`src/rtl/dcache_store_buffer_if.sv`:
```
// Bus-command package and interface for the data-cache write-through store buffer.
// The master side is the controller plus main memory. The slave side is the store buffer.
`ifndef DATA_SIZE
`define DATA_SIZE 64
`endif
`ifndef NUM_MEM_TAGS
`define NUM_MEM_TAGS 15
`endif

package dcache_sb_pkg;
  localparam int DW = `DATA_SIZE;
  localparam int TW = $clog2(`NUM_MEM_TAGS);

  typedef enum logic [1:0] {
    BUS_NONE  = 2'h0,
    BUS_LOAD  = 2'h1,
    BUS_STORE = 2'h2
  } bus_command_t;
endpackage

interface dcache_store_buffer_if;
  import dcache_sb_pkg::*;

  bus_command_t    dc2sb_command;
  logic [31:0]     dc2sb_addr;
  logic [DW-1:0]   dc2sb_data;
  logic [TW-1:0]   mem2proc_response;
  logic [DW-1:0]   mem2proc_data;
  logic [TW-1:0]   mem2proc_tag;

  bus_command_t    proc2mem_command;
  logic [31:0]     proc2mem_addr;
  logic [DW-1:0]   proc2mem_data;
  logic [TW-1:0]   sb2dc_response;
  logic [DW-1:0]   sb2dc_data;
  logic [TW-1:0]   sb2dc_tag;
  logic            sb_full;
  logic            sb_empty;
  logic            sb_ld_stall;

  modport master (
    output dc2sb_command, dc2sb_addr, dc2sb_data,
    output mem2proc_response, mem2proc_data, mem2proc_tag,
    input  proc2mem_command, proc2mem_addr, proc2mem_data,
    input  sb2dc_response, sb2dc_data, sb2dc_tag,
    input  sb_full, sb_empty, sb_ld_stall
  );

  modport slave (
    input  dc2sb_command, dc2sb_addr, dc2sb_data,
    input  mem2proc_response, mem2proc_data, mem2proc_tag,
    output proc2mem_command, proc2mem_addr, proc2mem_data,
    output sb2dc_response, sb2dc_data, sb2dc_tag,
    output sb_full, sb_empty, sb_ld_stall
  );
endinterface

```
`src/rtl/dcache_store_buffer.sv`:
```
// Write-through store buffer between the data-cache controller and main memory.
// Stores are queued (or coalesced per line). Loads bypass with priority unless
// their line is still buffered. Buffered lines drain whenever the bus is idle.
module dcache_store_buffer #(
  parameter int SB_DEPTH = 4
) (
  input logic             clock,
  input logic             reset,
  dcache_store_buffer_if.slave sb
);
  import dcache_sb_pkg::*;

  localparam int PW = $clog2(SB_DEPTH);
  localparam int CW = $clog2(SB_DEPTH + 1);

  logic [SB_DEPTH-1:0] ent_valid;
  logic [28:0]         ent_line [SB_DEPTH];
  logic [DW-1:0]       ent_data [SB_DEPTH];
  logic [PW-1:0]       head;
  logic [PW-1:0]       tail;
  logic [CW-1:0]       count;

  logic          any_match;
  logic [PW-1:0] match_idx;
  logic          is_store;
  logic          is_load;
  logic          full;
  logic          empty;
  logic          drain;
  logic          pop;
  logic          enq;
  logic          coal;
  logic          drop;
  logic          stall;

  bus_command_t  mem_cmd;
  logic [31:0]   mem_addr;
  logic [DW-1:0] mem_data;
  logic [TW-1:0] dc_resp;

  assign is_store = (sb.dc2sb_command == BUS_STORE);
  assign is_load  = (sb.dc2sb_command == BUS_LOAD);
  assign full     = (count == CW'(SB_DEPTH));
  assign empty    = (count == '0);

  // Line match of the request address against registered valid entries.
  // Coalescing keeps lines unique, so at most one entry can hit.
  always_comb begin
    any_match = 1'b0;
    match_idx = '0;
    for (int i = 0; i < SB_DEPTH; i++) begin
      if (ent_valid[i] && (ent_line[i] == sb.dc2sb_addr[31:3])) begin
        any_match = 1'b1;
        match_idx = PW'(i);
      end
    end
  end

  // Per-cycle mode decode and memory-side command steering.
  always_comb begin
    enq      = 1'b0;
    coal     = 1'b0;
    drop     = 1'b0;
    stall    = 1'b0;
    drain    = 1'b0;
    pop      = 1'b0;
    mem_cmd  = BUS_NONE;
    mem_addr = '0;
    mem_data = '0;
    dc_resp  = '0;
    if (is_store) begin
      coal = any_match;
      enq  = !any_match && !full;
      drop = !any_match && full;
    end else if (is_load && !any_match) begin
      mem_cmd  = BUS_LOAD;
      mem_addr = sb.dc2sb_addr;
      dc_resp  = sb.mem2proc_response;
    end else begin
      // Idle bus, or a load held back behind its own buffered line.
      stall = is_load;
      drain = !empty;
    end
    if (drain) begin
      mem_cmd  = BUS_STORE;
      mem_addr = {ent_line[head], 3'b000};
      mem_data = ent_data[head];
      pop      = (sb.mem2proc_response != '0);
    end
  end

  // Control state: entry valid bits, pointers and occupancy.
  always_ff @(posedge clock) begin
    if (reset) begin
      ent_valid <= '0;
      head      <= '0;
      tail      <= '0;
      count     <= '0;
    end else begin
      if (enq) begin
        ent_valid[tail] <= 1'b1;
        tail            <= tail + PW'(1);
        count           <= count + CW'(1);
      end
      if (pop) begin
        ent_valid[head] <= 1'b0;
        head            <= head + PW'(1);
        count           <= count - CW'(1);
      end
    end
  end

  // Entry payload: written on enqueue, overwritten in place on coalesce.
  always_ff @(posedge clock) begin
    if (enq) begin
      ent_line[tail] <= sb.dc2sb_addr[31:3];
      ent_data[tail] <= sb.dc2sb_data;
    end else if (coal) begin
      ent_data[match_idx] <= sb.dc2sb_data;
    end
  end

  assign sb.proc2mem_command = mem_cmd;
  assign sb.proc2mem_addr    = mem_addr;
  assign sb.proc2mem_data    = mem_data;
  assign sb.sb2dc_response   = dc_resp;
  assign sb.sb2dc_data       = sb.mem2proc_data;
  assign sb.sb2dc_tag        = sb.mem2proc_tag;
  assign sb.sb_full          = full;
  assign sb.sb_empty         = empty;
  assign sb.sb_ld_stall      = stall;

  // A new line arriving while every entry is occupied would be lost.
  a_no_overflow: assert property (@(posedge clock) disable iff (reset) !drop);

endmodule

```
`src/flat_wrapper.sv`:
```
// flat-port wrapper written by rule: the top's interface ports become plain ports
module dcache_store_buffer_flat import dcache_sb_pkg::*;
#(
  parameter int SB_DEPTH = 4
)
  (clock, reset, sb_dc2sb_command, sb_dc2sb_addr, sb_dc2sb_data, sb_mem2proc_response, sb_mem2proc_data, sb_mem2proc_tag, sb_proc2mem_command, sb_proc2mem_addr, sb_proc2mem_data, sb_sb2dc_response, sb_sb2dc_data, sb_sb2dc_tag, sb_sb_full, sb_sb_empty, sb_sb_ld_stall);
  dcache_store_buffer_if sb_i ();
  input logic clock;
  input logic reset;
  input wire logic [$bits(sb_i.dc2sb_command)-1:0] sb_dc2sb_command;
  input wire logic [$bits(sb_i.dc2sb_addr)-1:0] sb_dc2sb_addr;
  input wire logic [$bits(sb_i.dc2sb_data)-1:0] sb_dc2sb_data;
  input wire logic [$bits(sb_i.mem2proc_response)-1:0] sb_mem2proc_response;
  input wire logic [$bits(sb_i.mem2proc_data)-1:0] sb_mem2proc_data;
  input wire logic [$bits(sb_i.mem2proc_tag)-1:0] sb_mem2proc_tag;
  output wire logic [$bits(sb_i.proc2mem_command)-1:0] sb_proc2mem_command;
  output wire logic [$bits(sb_i.proc2mem_addr)-1:0] sb_proc2mem_addr;
  output wire logic [$bits(sb_i.proc2mem_data)-1:0] sb_proc2mem_data;
  output wire logic [$bits(sb_i.sb2dc_response)-1:0] sb_sb2dc_response;
  output wire logic [$bits(sb_i.sb2dc_data)-1:0] sb_sb2dc_data;
  output wire logic [$bits(sb_i.sb2dc_tag)-1:0] sb_sb2dc_tag;
  output wire logic [$bits(sb_i.sb_full)-1:0] sb_sb_full;
  output wire logic [$bits(sb_i.sb_empty)-1:0] sb_sb_empty;
  output wire logic [$bits(sb_i.sb_ld_stall)-1:0] sb_sb_ld_stall;
  assign sb_i.dc2sb_command = sb_dc2sb_command;
  assign sb_i.dc2sb_addr = sb_dc2sb_addr;
  assign sb_i.dc2sb_data = sb_dc2sb_data;
  assign sb_i.mem2proc_response = sb_mem2proc_response;
  assign sb_i.mem2proc_data = sb_mem2proc_data;
  assign sb_i.mem2proc_tag = sb_mem2proc_tag;
  assign sb_proc2mem_command = sb_i.proc2mem_command;
  assign sb_proc2mem_addr = sb_i.proc2mem_addr;
  assign sb_proc2mem_data = sb_i.proc2mem_data;
  assign sb_sb2dc_response = sb_i.sb2dc_response;
  assign sb_sb2dc_data = sb_i.sb2dc_data;
  assign sb_sb2dc_tag = sb_i.sb2dc_tag;
  assign sb_sb_full = sb_i.sb_full;
  assign sb_sb_empty = sb_i.sb_empty;
  assign sb_sb_ld_stall = sb_i.sb_ld_stall;
  dcache_store_buffer #(.SB_DEPTH(SB_DEPTH)) u_core (.clock(clock), .reset(reset), .sb(sb_i));
endmodule
```
`config.mk`:
```
export PLATFORM = sky130hd
export DESIGN_NAME = dcache_store_buffer_flat
export DESIGN_NICKNAME = d
export VERILOG_FILES = /design/src/rtl/dcache_store_buffer_if.sv /design/src/rtl/dcache_store_buffer.sv /design/src/flat_wrapper.sv
export SDC_FILE = /design/constraint.sdc
export NUM_CORES = 1
export LEC_CHECK = 0
export CORE_MARGIN = 2
export CORE_UTILIZATION = 40
export DETAILED_ROUTE_END_ITERATION = 12
export PLACE_DENSITY = 0.7
export RECOVER_POWER = 25
export SYNTH_ARGS = -nofsm -noshare
export SYNTH_HDL_FRONTEND = slang
export SYNTH_SLANG_ARGS = --single-unit
```
`constraint.sdc`:
```
create_clock -name clock -period 10.25 [get_ports clock]
set_input_delay 1.025 -clock clock [delete_from_list [all_inputs] [get_ports clock]]
set_output_delay 1.025 -clock clock [all_outputs]
set_load 0.05 [all_outputs]
```
* Word level (Yosys, flattened, before mapping)
Memories as Yosys holds them, arrays and structs flattened. A register that Yosys moved wholly into a read port is not among the register bits. Cells that the tools add are included. W data, S select, Z words.
Word-level totals: bits in registers 11, bits in writable memories 372, output and inout port bits 173, memories kept 2
Memory list:
- u_core.ent_data | words 4, width 64, rd ports 1, clocked after memory_dff 1, write ports 1, line dcache_store_buffer.sv:18 | logic [DW-1:0] ent_data [SB_DEPTH];
- u_core.ent_line | words 4, width 29, rd ports 5, clocked after memory_dff 1, write ports 1, line dcache_store_buffer.sv:17 | logic [28:0] ent_line [SB_DEPTH];
Operators by class: add/sub/neg operators 4, $lt $le $gt $ge 4, equal/unequal tests 7, mux-type cells 44, bitwise operators 3, reductions and logical operators 15
Operators with widths (number):
- $mux W64 | 2
- $eq A29 B29 Y1 | 4
- $mux W32 | 3
- $reduce_or A64 Y1 | 1
- $mux W1 | 21
- $mux W4 | 5
- $mux W2 | 9
- $logic_and A1 B1 Y1 | 8
- $lt A2 B3 Y1 const B | 2
- $mux W3 | 2
- $add A2 B1 Y2 const B | 2
- $and A4 B4 Y4 | 1
- $demux W1 S2 | 2
- $ge A2 B1 Y1 const B | 2
- $not A4 Y4 | 1
- $or A4 B4 Y4 | 1
- $reduce_bool A4 Y1 | 1
- $add A3 B1 Y3 const B | 1
- $eq A3 B3 Y1 const B | 1
- $logic_not A1 Y1 | 3
- $logic_not A3 Y1 | 1
- $sub A3 B1 Y3 const B | 1
- $eq A2 B1 Y1 const B | 1
- $eq A2 B2 Y1 const B | 1
- $reduce_bool A2 Y1 | 1

* Depth between registers and ports, before layout
Gate-level depths: netlist of the first run. An unclocked memory read counts as a cell.
depth in word-level cells 14, depth in mapped cells 12, gate-level depth less buffers 11

* Least setup slack after synthesis of the first run
No wires, ideal clock.
path kind input to register, from input port sb_dc2sb_addr[21], to memory u_core.ent_data[0][0] in the netlist's numbering (enable), library setup time 0.486 ns, data arrival time 5.331 ns, required time 9.764 ns, path slack 4.432 ns, stages 9, buffers on the path 1, path through buf_2 > xor2_1 > nor4_1 > nand3_1 > or4_4 > nand4_4 > a21oi_1 > or3_1 > nor2_1
On the way: longest elaborated chain between the ends 13, elaborated cells between the ends (all ways) 27, those cells by class eq/ne: 4; mux: 16; reduce/logical: 7
RTL lines:
- start: declaration | line flat_wrapper.sv:11 | input wire logic [$bits(sb_i.dc2sb_addr)-1:0] sb_dc2sb_addr;
- $eq A29 B29 Y1 | line dcache_store_buffer.sv:52 | if (ent_valid[i] && (ent_line[i] == sb.dc2sb_addr[31:3])) begin
- $logic_and A1 B1 Y1 | line dcache_store_buffer.sv:52
- $mux W1 (4 in series) | line dcache_store_buffer.sv:52
- $logic_not A1 Y1 | line dcache_store_buffer.sv:73 | enq = !any_match && !full;
- $logic_and A1 B1 Y1 | line dcache_store_buffer.sv:73
- $mux W1 | line dcache_store_buffer.sv:71 | if (is_store) begin
- $mux W1 | line dcache_store_buffer.sv:115 | if (enq) begin
- $mux W1 (not written as such) | line dcache_store_buffer.sv:119 | ent_data[match_idx] <= sb.dc2sb_data;
- $reduce_or A64 Y1 (no line)
- $mux W2 (no line) or $mux W1 (tied branches)
- end: declaration | line dcache_store_buffer.sv:18
Several ways; a longest one is shown, not always the timed one.

* Worst setup path in the final report of the first run
from input port sb_dc2sb_addr[20], to output port sb_proc2mem_data[5]
On the way: longest elaborated chain between the ends 11, elaborated cells between the ends (all ways) 17, those cells by class eq/ne: 4; mux: 7; reduce/logical: 6
RTL lines:
- $eq A29 B29 Y1 | line dcache_store_buffer.sv:52
- $logic_and A1 B1 Y1 | line dcache_store_buffer.sv:52
- $mux W1 (3 in series) | line dcache_store_buffer.sv:52
- $mux W1 * | line dcache_store_buffer.sv:52
- $logic_not A1 Y1 * | line dcache_store_buffer.sv:75 | end else if (is_load && !any_match) begin
- $logic_and A1 B1 Y1 * | line dcache_store_buffer.sv:75
- $mux W1 * | line dcache_store_buffer.sv:75
- $mux W1 * | line dcache_store_buffer.sv:71
- $mux W64 * | line dcache_store_buffer.sv:84 | if (drain) begin
- end: declaration | line flat_wrapper.sv:18 | output wire logic [$bits(sb_i.proc2mem_data)-1:0] sb_proc2mem_data;
Mark *: on every way between the ends. The rest lies on a longest branch, timed or not.

==> metrics.cfg, run 1 <==
[route]
drt_wl_total_um=37600
drc_errors=0
drt_iter0_drc=673
ant_nets=0
dr.pass1.iters=5
vias_per_cell=5.21
wl_per_cell_um=22.0
vias=8892

[logic_synthesis]
ys_ff_latch=385
synth.cell_area_um2=17000
syn-num-nets=1193
yosys.area.top_type_share=0.659
synth_top_area_cell=edfxtp_1
yosysWarningCount=0
synth-edff-count=372
synthTopCellsByArea=edfxtp_1 66%, mux4_2 12%, xnor2_1 4.5%
async_flop_share=0
synth_cells=1012
yosysSeqAreaShare=0.674
synth_cell_types=36
syn_avg_cell_area_um2=16.8
synth_top_flop_cell=edfxtp_1

[layout]
area_growth_pct=19.8
fill_cells=3495
drive_gt1_frac=0.153
final_core_util=0.485
seqCellArea_um2=11400
multi_input_area_um2=4740
finalNetCount=1315
layout_commonest_cell=edfxtp_1
layout_common_cells=372 x edfxtp_1, 148 x clkdlybuf4s50_1, 93 x mux4_2, 87 x xnor2_1, 71 x and2_1

[worst_setup_path]
worst_setup_path_start_kind=input pin
crit_path_start=sb_dc2sb_addr[20]
cpPeakStageDelay_ps=810
crit_slowest_cell=clkdlybuf4s50_1
path_class=in2out
crit_top_cell=clkdlybuf4s50_1
cp-end-kind=output port
cp.required_ps=9230
crit_chain=clkdlybuf4s50_1, xor2_1, nor4_1, nand4_1, or4_4, nand4_4, o21a_4, and2_1, clkdlybuf4s50_1
cp_max_fo=72
timing.rr.start=u_core.ent_line[0][17]$_DFFE_PP_
cp_data_arrival_time_ps=5350

[floorplanning]
die_area_um2=44100
dieWidth_um=210
coreArea_um2=41900
die_y_um=210
initial_utilization=0.404
pin_count=345
row_count=75

[sta]
relSlewSlack=0.320
setup_viol=0
rsz0062_at_grt=false
post-route-period-util=0.622
timing.setup.tns_ps=0
slew_violations=0
finClkSkew_ps=17.1
period_minus_slack_ps=6380
fmax_ghz=0.157
worstMarginPinSlew_ps=1020
hold_viol=0

[min_path]
hold_path_class=reg2reg
hp-start=u_core.head[1]$_SDFFE_PP0P_

[power]
p_sw_frac=0.323
power.share.combinational=0.299
p_leak_nw=6.35
peakVddDrop_uv=196
seqPwrFrac=0.397
internal-power_mw=3.18
switchingPower_mw=1.52
pwr_density_cell_nw_per_um2=231
pwr-share-clk=0.305

[grt]
grt_max_degree=73
grt_pass1_wl_um=56300
grt_pass1_vias=9176
track_usage=0.171
grt_overflow=0
antenna_found_initial=6

[cts]
holdBufCountCts=0
htree_levels=2
insertion_delay_ps=560
cts_buffers=40
post_cts_resized=0
cts_root_buf=clkbuf_16
cts.clk_slew.worst_paths_ps=50
post-cts-setup-buffers=0
cts_tree=yes
clock-sinks=385
clockBufferDepth=3

[placed_design]
io_buffers=208
place_congestion=0.839
hpwl_um=23900

[run_status]
status=finished, final reports clean

[run]
maxCapViolations=0

final cells by class:
| type | count | area share |
|---|---|---|
| Inverter | 5 | 0.000923 |
| Clock buffer | 50 | 0.0521 |
| Clock inverter | 23 | 0.0113 |
| Antenna cell | 3 | 0.000369 |
| Multi-Input combinational cell | 484 | 0.233 |
| Sequential cell | 385 | 0.563 |
| Tap cell | 539 | 0.0332 |
| Timing Repair Buffer | 218 | 0.106 |
through the flow:
stage	power, mW	cell area [um2]	hold WS, ps	worst slack, ps	std cells
finish	4.70	20300	534	3870	1707
CTS	4.77	20300	535	3980	1704
global route	4.89	20300	580	3780	1705
floorplan	2.93	17000	488	4430	1012
detailed placement	3.33	19000	524	4000	1631
global placement	3.32	19000	502	4070	1631
Yosys cell counts, types with 13 or more instances:
master and instances:
xnor2_1 87, nand4_1 22, mux4_2 93, buf_4 70, nand2_1 67, edfxtp_1 372
xor2_1 32, nor4_1 13, dfxtp_1 13, clkbuf_1 39, o21ai_0 30, and2_1 75
buf_2 24, nor2_1 15
kinds of logic (layout without fill, tap and decap cells):
logic type	after synthesis	in the layout	synth area share
flops	385	385	0.674
simple gates	211	211	0.0665
other cells	0	3	0
xor+xnor	119	119	0.0614
buf+inv	143	296	0.0494
compound gates	48	48	0.0162
fa+ha+maj	9	9	0.00664
mux	97	97	0.126
final timing paths:
check | endpoint | slack, ps | cells after the start
max | sb_proc2mem_data[5] | 3870 | 9
min | u_core.head[1]$_SDFFE_PP0P_ | 530 | 2
max reg2reg | u_core.ent_data[0][61]$_DFFE_PP_ | 6200 | 9
min reg2reg | u_core.head[1]$_SDFFE_PP0P_ | 530 | 2
state kept, by name (all words and copies together), names as in the netlist, named ones only:
signal / cells
u_core.count: 3
u_core.tail: 2
u_core.ent_valid: 4
u_core.head: 2
u_core.ent_data: 256
u_core.ent_line: 116
metal layers:
layer  vias to the layer above  share of wire  track usage
li1                       4004              -            -
met1                      4472           0.43        0.232
met2                       332           0.47        0.271
met3                        76          0.077       0.0432
met4                         8          0.024       0.0570
met5                         -         0.0014            0
worst max-delay path: cells and delay by family:
family | cells | cell delay, ps
buffers and inverters | 2 | 1450
xor gates and xnor gates | 1 | 270
and+or+nand+nor | 5 | 1950
AOI/OAI and AO/OA | 1 | 560
power groups by stage:
| stage | logic [mW] | clock network, mW | registers [mW] |
|---|---|---|---|
| floorplan | 1.07 | 0 | 1.86 |
| global placement | 1.42 | 0 | 1.90 |
| detailed placement | 1.43 | 0 | 1.90 |
| CTS | 1.43 | 1.47 | 1.87 |
| global route | 1.49 | 1.52 | 1.87 |
| finish | 1.40 | 1.43 | 1.86 |
Power figures use the tool's default switching activity.
==> run 2, diff against run 1 <==
==> constraint.sdc (replaced) <==
create_clock -name clock -period 6.2 [get_ports clock]
set_input_delay 0.62 -clock clock [delete_from_list [all_inputs] [get_ports clock]]
set_output_delay 0.62 -clock clock [all_outputs]
set_load 0.05 [all_outputs]
==> metrics.cfg, run 2 (synthesis results as in run 1) <==
[sta]
period_minus_slack_ps=5490
rsz0062_at_grt=false
worstMarginPinSlew_ps=914  ; -107 ps
slew_violations=0  ; unchanged
post-route-period-util=0.886
setup_viol=0  ; unchanged
finClkSkew_ps=28.1  ; +11.0 ps
hold_viol=0  ; unchanged
fmax_ghz=0.182
relSlewSlack=0.389  ; +0.0698
whs_ps=520  ; -14.0 ps
timing.setup.tns_ps=0  ; unchanged

[floorplanning]
pin_count=345  ; unchanged
initial_utilization=0.404  ; unchanged
dieWidth_um=210  ; unchanged
die_y_um=210  ; unchanged
die_area_um2=44100  ; unchanged
coreArea_um2=41900  ; unchanged
row_count=75  ; unchanged

[layout]
fill_cells=3511  ; +0.46%
largest_reg_flops=256  ; unchanged
layout_common_cells=372 x edfxtp_1, 149 x clkdlybuf4s50_1, 93 x mux4_2, 87 x xnor2_1, 72 x and2_1
finalNetCount=1319  ; +0.30%
final_area_um2=20400  ; +0.20%
area_growth_pct=20.0
drive_gt1_frac=0.150  ; -0.00283
layout_commonest_cell=edfxtp_1
top_regs=u_core.ent_data x256, u_core.ent_line x116, u_core.ent_valid x4
largest_register=u_core.ent_data
finalNonFillerCells=1712  ; +0.29%

[placed_design]
dp.cells=1635  ; +0.25%
io_buffers=208  ; unchanged
place_congestion=0.855  ; +1.9%
hpwl_um=24300  ; +1.4%
dpl_cell_area_um2=19100  ; +0.41%

[grt]
track_usage=0.172  ; +0.000888
grt_overflow=0  ; unchanged
grt_max_degree=65  ; -11%
antenna_found_initial=10  ; +4
grt_pass1_wl_um=56600  ; +0.54%
grt_pass1_vias=9160  ; -0.17%

[worst_setup_path]
critical-path-top-delay-family=simple AND/OR/NAND/NOR gates
cpPeakStageDelay_ps=870  ; +60 ps
cp.required_ps=5580  ; -3650 ps
worst_setup_path_start_kind=input pin
cp_data_arrival_time_ps=4870  ; -480 ps
path_class=in2out
crit_slowest_cell=clkdlybuf4s50_1
crit_top_cell=clkdlybuf4s50_1
crit_chain=clkdlybuf4s50_1, xor2_1, nor4_1, nand4_1, or4_4, nand4_4, nor2_4, buf_4, o21ai_0, clkdlybuf4s50_1
cp_num_buf_inv=3  ; +1
cp-end-kind=output port
cp_max_fo=39  ; -46%

[cts]
clockBufferDepth=3  ; unchanged
insertion_delay_ps=570  ; about the same
clock-sinks=385  ; unchanged
holdBufCountCts=0  ; unchanged
post-cts-setup-buffers=0  ; unchanged
cts_tree=yes
cts.clk_slew.worst_paths_ps=60  ; about the same
cts_buffers=40  ; unchanged
post_cts_resized=0  ; unchanged
htree_levels=2  ; unchanged
cts_root_buf=clkbuf_16

[route]
wl_per_cell_um=22.1  ; +0.14%
dr.pass1.iters=5  ; unchanged
vias=8928  ; +0.40%
drt_wl_total_um=37800  ; +0.43%
drc_errors=0  ; unchanged
ant_nets=0  ; unchanged
vias_per_cell=5.21  ; +0.11%
drt_iter0_drc=686  ; +1.9%

[power]
p_total_mw=7.70  ; +64%
p_leak_nw=6.36  ; about the same
peakVddDrop_uv=260  ; +33%
pwr_density_cell_nw_per_um2=378  ; +63%

[min_path]
hold_path_class=reg2reg

[run]
maxCapViolations=0  ; unchanged

[run_status]
status=finished, final reports clean

## run 2: cell count changes in the layout (fill, tap and decap cells not counted), moves of 2 or more
cell / previous run / this run
buf_12: 0 / 4
clkinv_1: 5 / 8
clkinv_2: 10 / 7
diode_2: 3 / 6
bufinv_16: 4 / 2
clkbuf_8: 2 / 0
## run 2: path summary, 6_finish.rpt
check / from / endpoint / slack [ps] / cells after the start
max: sb_dc2sb_addr[20] / sb_proc2mem_addr[4] / 710 / 10
min: u_core.head[1]$_SDFFE_PP0P_ / flip-flop / 520 / 2
max reg2reg: u_core.ent_line[0][17]$_DFFE_PP_ / u_core.ent_data[3][59]$_DFFE_PP_ / 2580 / 9
min reg2reg: u_core.head[1]$_SDFFE_PP0P_ / flip-flop / 520 / 2
## run 2: report_power, final
part,internal [mW],switching [mW]
sequential,2.99,0.114
combinational,0.904,1.42
clock,1.28,0.991
## run 2: layout make-up
type | instances | area [um2] | area share
clock inverters | 22 | 208 | 0.0102
inverters | 5 | 18.8 | 0.000922
multi-input cells | 484 | 4740 | 0.233
clock buffers | 49 | 1030 | 0.0508
well taps | 539 | 674 | 0.0331
flip-flops and latches | 385 | 11400 | 0.562
diodes | 6 | 15.0 | 0.000737
repair buffers | 222 | 2240 | 0.110
## run 2: routing by layer
| metal | track usage | share of wire | vias to the layer above |
|---|---|---|---|
| li1 | - | - | 4012 |
| met2 | 0.267 | 0.47 | 393 |
| met1 | 0.227 | 0.40 | 4435 |
| met4 | 0.0582 | 0.023 | 10 |
| met5 | 0 | 0.0016 | - |
| met3 | 0.0594 | 0.10 | 78 |
## run 2: metrics by stage
| step | setup slack, ps | util |
|---|---|---|
| after detailed placement | 788 | 0.456 |
| after global routing | 531 | 0.485 |
| after CTS | 773 | 0.485 |
| after global placement | 814 | 0.456 |
| after floorplan | 787 | - |
| final | 709 | 0.485 |
## run 2: tightest hold or removal path: cells and delay by family (launching register included)
kind | cells | cell delay [ps]
flops | 1 | 340
simple gates | 1 | 80
compound gates | 1 | 60
==> run 3, diff against run 2 <==
--- a/config.mk
+++ b/config.mk
@@ -5,10 +5,11 @@
 export SDC_FILE = /design/constraint.sdc
 export NUM_CORES = 1
 export LEC_CHECK = 0
+export ABC_CLOCK_PERIOD_IN_PS = 6200
 export CORE_MARGIN = 2
 export CORE_UTILIZATION = 40
 export DETAILED_ROUTE_END_ITERATION = 12
-export PLACE_DENSITY = 0.7
+export PLACE_DENSITY = 0.71
 export RECOVER_POWER = 25
 export SYNTH_ARGS = -nofsm -noshare
 export SYNTH_HDL_FRONTEND = slang
==> constraint.sdc (replaced) <==
create_clock -name clock -period 6.2 [get_ports clock]
set_input_delay 1.24 -clock clock [delete_from_list [all_inputs] [get_ports clock]]
set_output_delay 1.24 -clock clock [all_outputs]
set_load 0.05 [all_outputs]
==> metrics.cfg, run 3 (synthesis results as in run 1) <==
[run_status]
status=finished, final reports clean

[route]
drc_errors=0  ; unchanged
ant_nets=0  ; unchanged
drt_iter0_drc=564  ; -18%
drt_wl_total_um=38900  ; +2.9%
vias_per_cell=5.21  ; -0.14%
dr.pass1.iters=5  ; unchanged
wl_per_cell_um=22.5  ; +2.0%
vias=8994  ; +0.74%

[worst_setup_path]
cp-end-kind=output port
critical-path-top-delay-family=simple AND/OR/NAND/NOR gates
path_class=in2out
crit_chain=clkdlybuf4s50_1, xor2_1, nor4_1, nand4_1, or4_4, nand4_4, nor2_4, and2_1, clkdlybuf4s50_1
rr_worst_depth=9  ; unchanged
cp_num_buf_inv=2  ; -1
cp.required_ps=4960  ; -620 ps
worst_setup_path_start_kind=input pin
crit_top_cell=clkdlybuf4s50_1
cpPeakStageDelay_ps=700  ; -170 ps
cp_num_cells=9  ; -1
cp_max_fo=26  ; -33%
crit_slowest_cell=clkdlybuf4s50_1
cp_data_arrival_time_ps=4800  ; -70 ps
timing.rr.start=u_core.ent_line[0][17]$_DFFE_PP_
crit_path_start=sb_dc2sb_addr[20]

[sta]
hold_viol=0  ; unchanged
rsz0062_at_grt=false
timing.setup.tns_ps=0  ; unchanged
slew_violations=0  ; unchanged
relSlewSlack=0.406  ; +0.0161
whs_ps=514  ; -6.14 ps
period_minus_slack_ps=6040  ; +554 ps
setup_viol=0  ; unchanged
worstMarginPinSlew_ps=890  ; -24.1 ps
post-route-period-util=0.975  ; +0.0893
fmax_ghz=0.165  ; -9.2%
finClkSkew_ps=23.1  ; -5.00 ps

[cts]
cts_root_buf=clkbuf_16
cts_tree=yes
insertion_delay_ps=560  ; about the same
htree_levels=2  ; unchanged
cts.clk_slew.worst_paths_ps=60  ; about the same
clock-sinks=385  ; unchanged
post-cts-setup-buffers=0  ; unchanged
holdBufCountCts=0  ; unchanged
post_cts_resized=0  ; unchanged
cts_buffers=41  ; +2.5%
clockBufferDepth=3  ; unchanged

[layout]
layout_commonest_cell=edfxtp_1
top_regs=u_core.ent_data x256, u_core.ent_line x116, u_core.ent_valid x4
largest_register=u_core.ent_data
multi_input_area_um2=4730  ; about the same
fill_cells=3376  ; -3.8%
area_growth_pct=24.6
drive_gt1_frac=0.237  ; +0.0867
finalNetCount=1331  ; +0.91%
finalNonFillerCells=1727  ; +0.88%
layout_common_cells=372 x edfxtp_1, 93 x mux4_2, 87 x xnor2_1, 75 x and2_1, 70 x buf_12
seqCellArea_um2=11400  ; unchanged
largest_reg_flops=256  ; unchanged

[grt]
grt_pass1_wl_um=57700  ; +1.9%
grt_max_degree=65  ; unchanged
antenna_found_initial=8  ; -2
track_usage=0.176  ; +0.00392
grt_pass1_vias=9342  ; +2.0%
grt_overflow=0  ; unchanged

[floorplanning]
initial_utilization=0.404  ; unchanged
pin_count=345  ; unchanged
die_area_um2=44100  ; unchanged
die_y_um=210  ; unchanged
row_count=75  ; unchanged
dieWidth_um=210  ; unchanged
coreArea_um2=41900  ; unchanged

[placed_design]
place_congestion=0.870  ; +1.7%
hpwl_um=25800  ; +6.3%
io_buffers=208  ; unchanged
dp.cells=1646  ; +0.67%

[power]
peakVddDrop_uv=278  ; +7.1%
p_total_mw=8.25  ; +7.2%
p_leak_nw=6.84  ; +7.5%
pwr_density_cell_nw_per_um2=390  ; +3.2%

[min_path]
hp-start=u_core.head[1]$_SDFFE_PP0P_
hold_path_class=reg2reg
holdPathStages=2  ; unchanged

[run]
maxCapViolations=0  ; unchanged

-- run 3: where the power goes --
group          total (mW)  switching, mW  internal, mW
Combinational        2.71           1.53          1.18
Sequential           3.09          0.103          2.99
Clock                2.45          0.988          1.47
-- run 3: path summary, 6_finish.rpt --
| kind | endpoint | slack [ps] |
|---|---|---|
| hold reg to reg | flip-flop | 510 |
| setup reg to reg | u_core.ent_data[3][56]$_DFFE_PP_ | 2580 |
| hold / removal | flip-flop | 510 |
| setup / recovery | sb_sb2dc_response[3] | 160 |
-- run 3: final cells by class --
cell class,count,share of cell area
Tap cell,539,0.0319
Antenna cell,5,0.000592
Timing Repair Buffer,233,0.138
Inverter,5,0.000888
Clock inverter,21,0.0122
Sequential cell,385,0.541
Multi-Input combinational cell,484,0.224
Clock buffer,55,0.0520
-- run 3: per-stage QoR --
stage | setup slack (ps) | instance area (um2) | utilization
2_1_floorplan | 167 | 17000 | -
5_1_grt | 3.03 | 21100 | 0.504
6_report | 156 | 21100 | 0.504
3_5_place_dp | 248 | 19800 | 0.471
3_3_place_gp | 277 | 19800 | 0.471
4_1_cts | 230 | 21100 | 0.504
-- run 3: worst reg2reg max path, cell delays in order (launching register included) --
cell and delay [ps]:
edfxtp_1 420, xor2_1 180, nor4_1 650, nand4_1 270, or4_4 510, nand2_1 140
nor3_1 60, o21ai_0 490, nor2_4 300, buf_4 310
-- run 3: metal layers --
metal / global-route usage / part of all wire / wire length, um
met2: 0.285 / 0.48 / 18800
met1: 0.225 / 0.39 / 15300
met5: 0 / 0.0011 / 41
met3: 0.0602 / 0.10 / 3920
met4: 0.0531 / 0.022 / 852
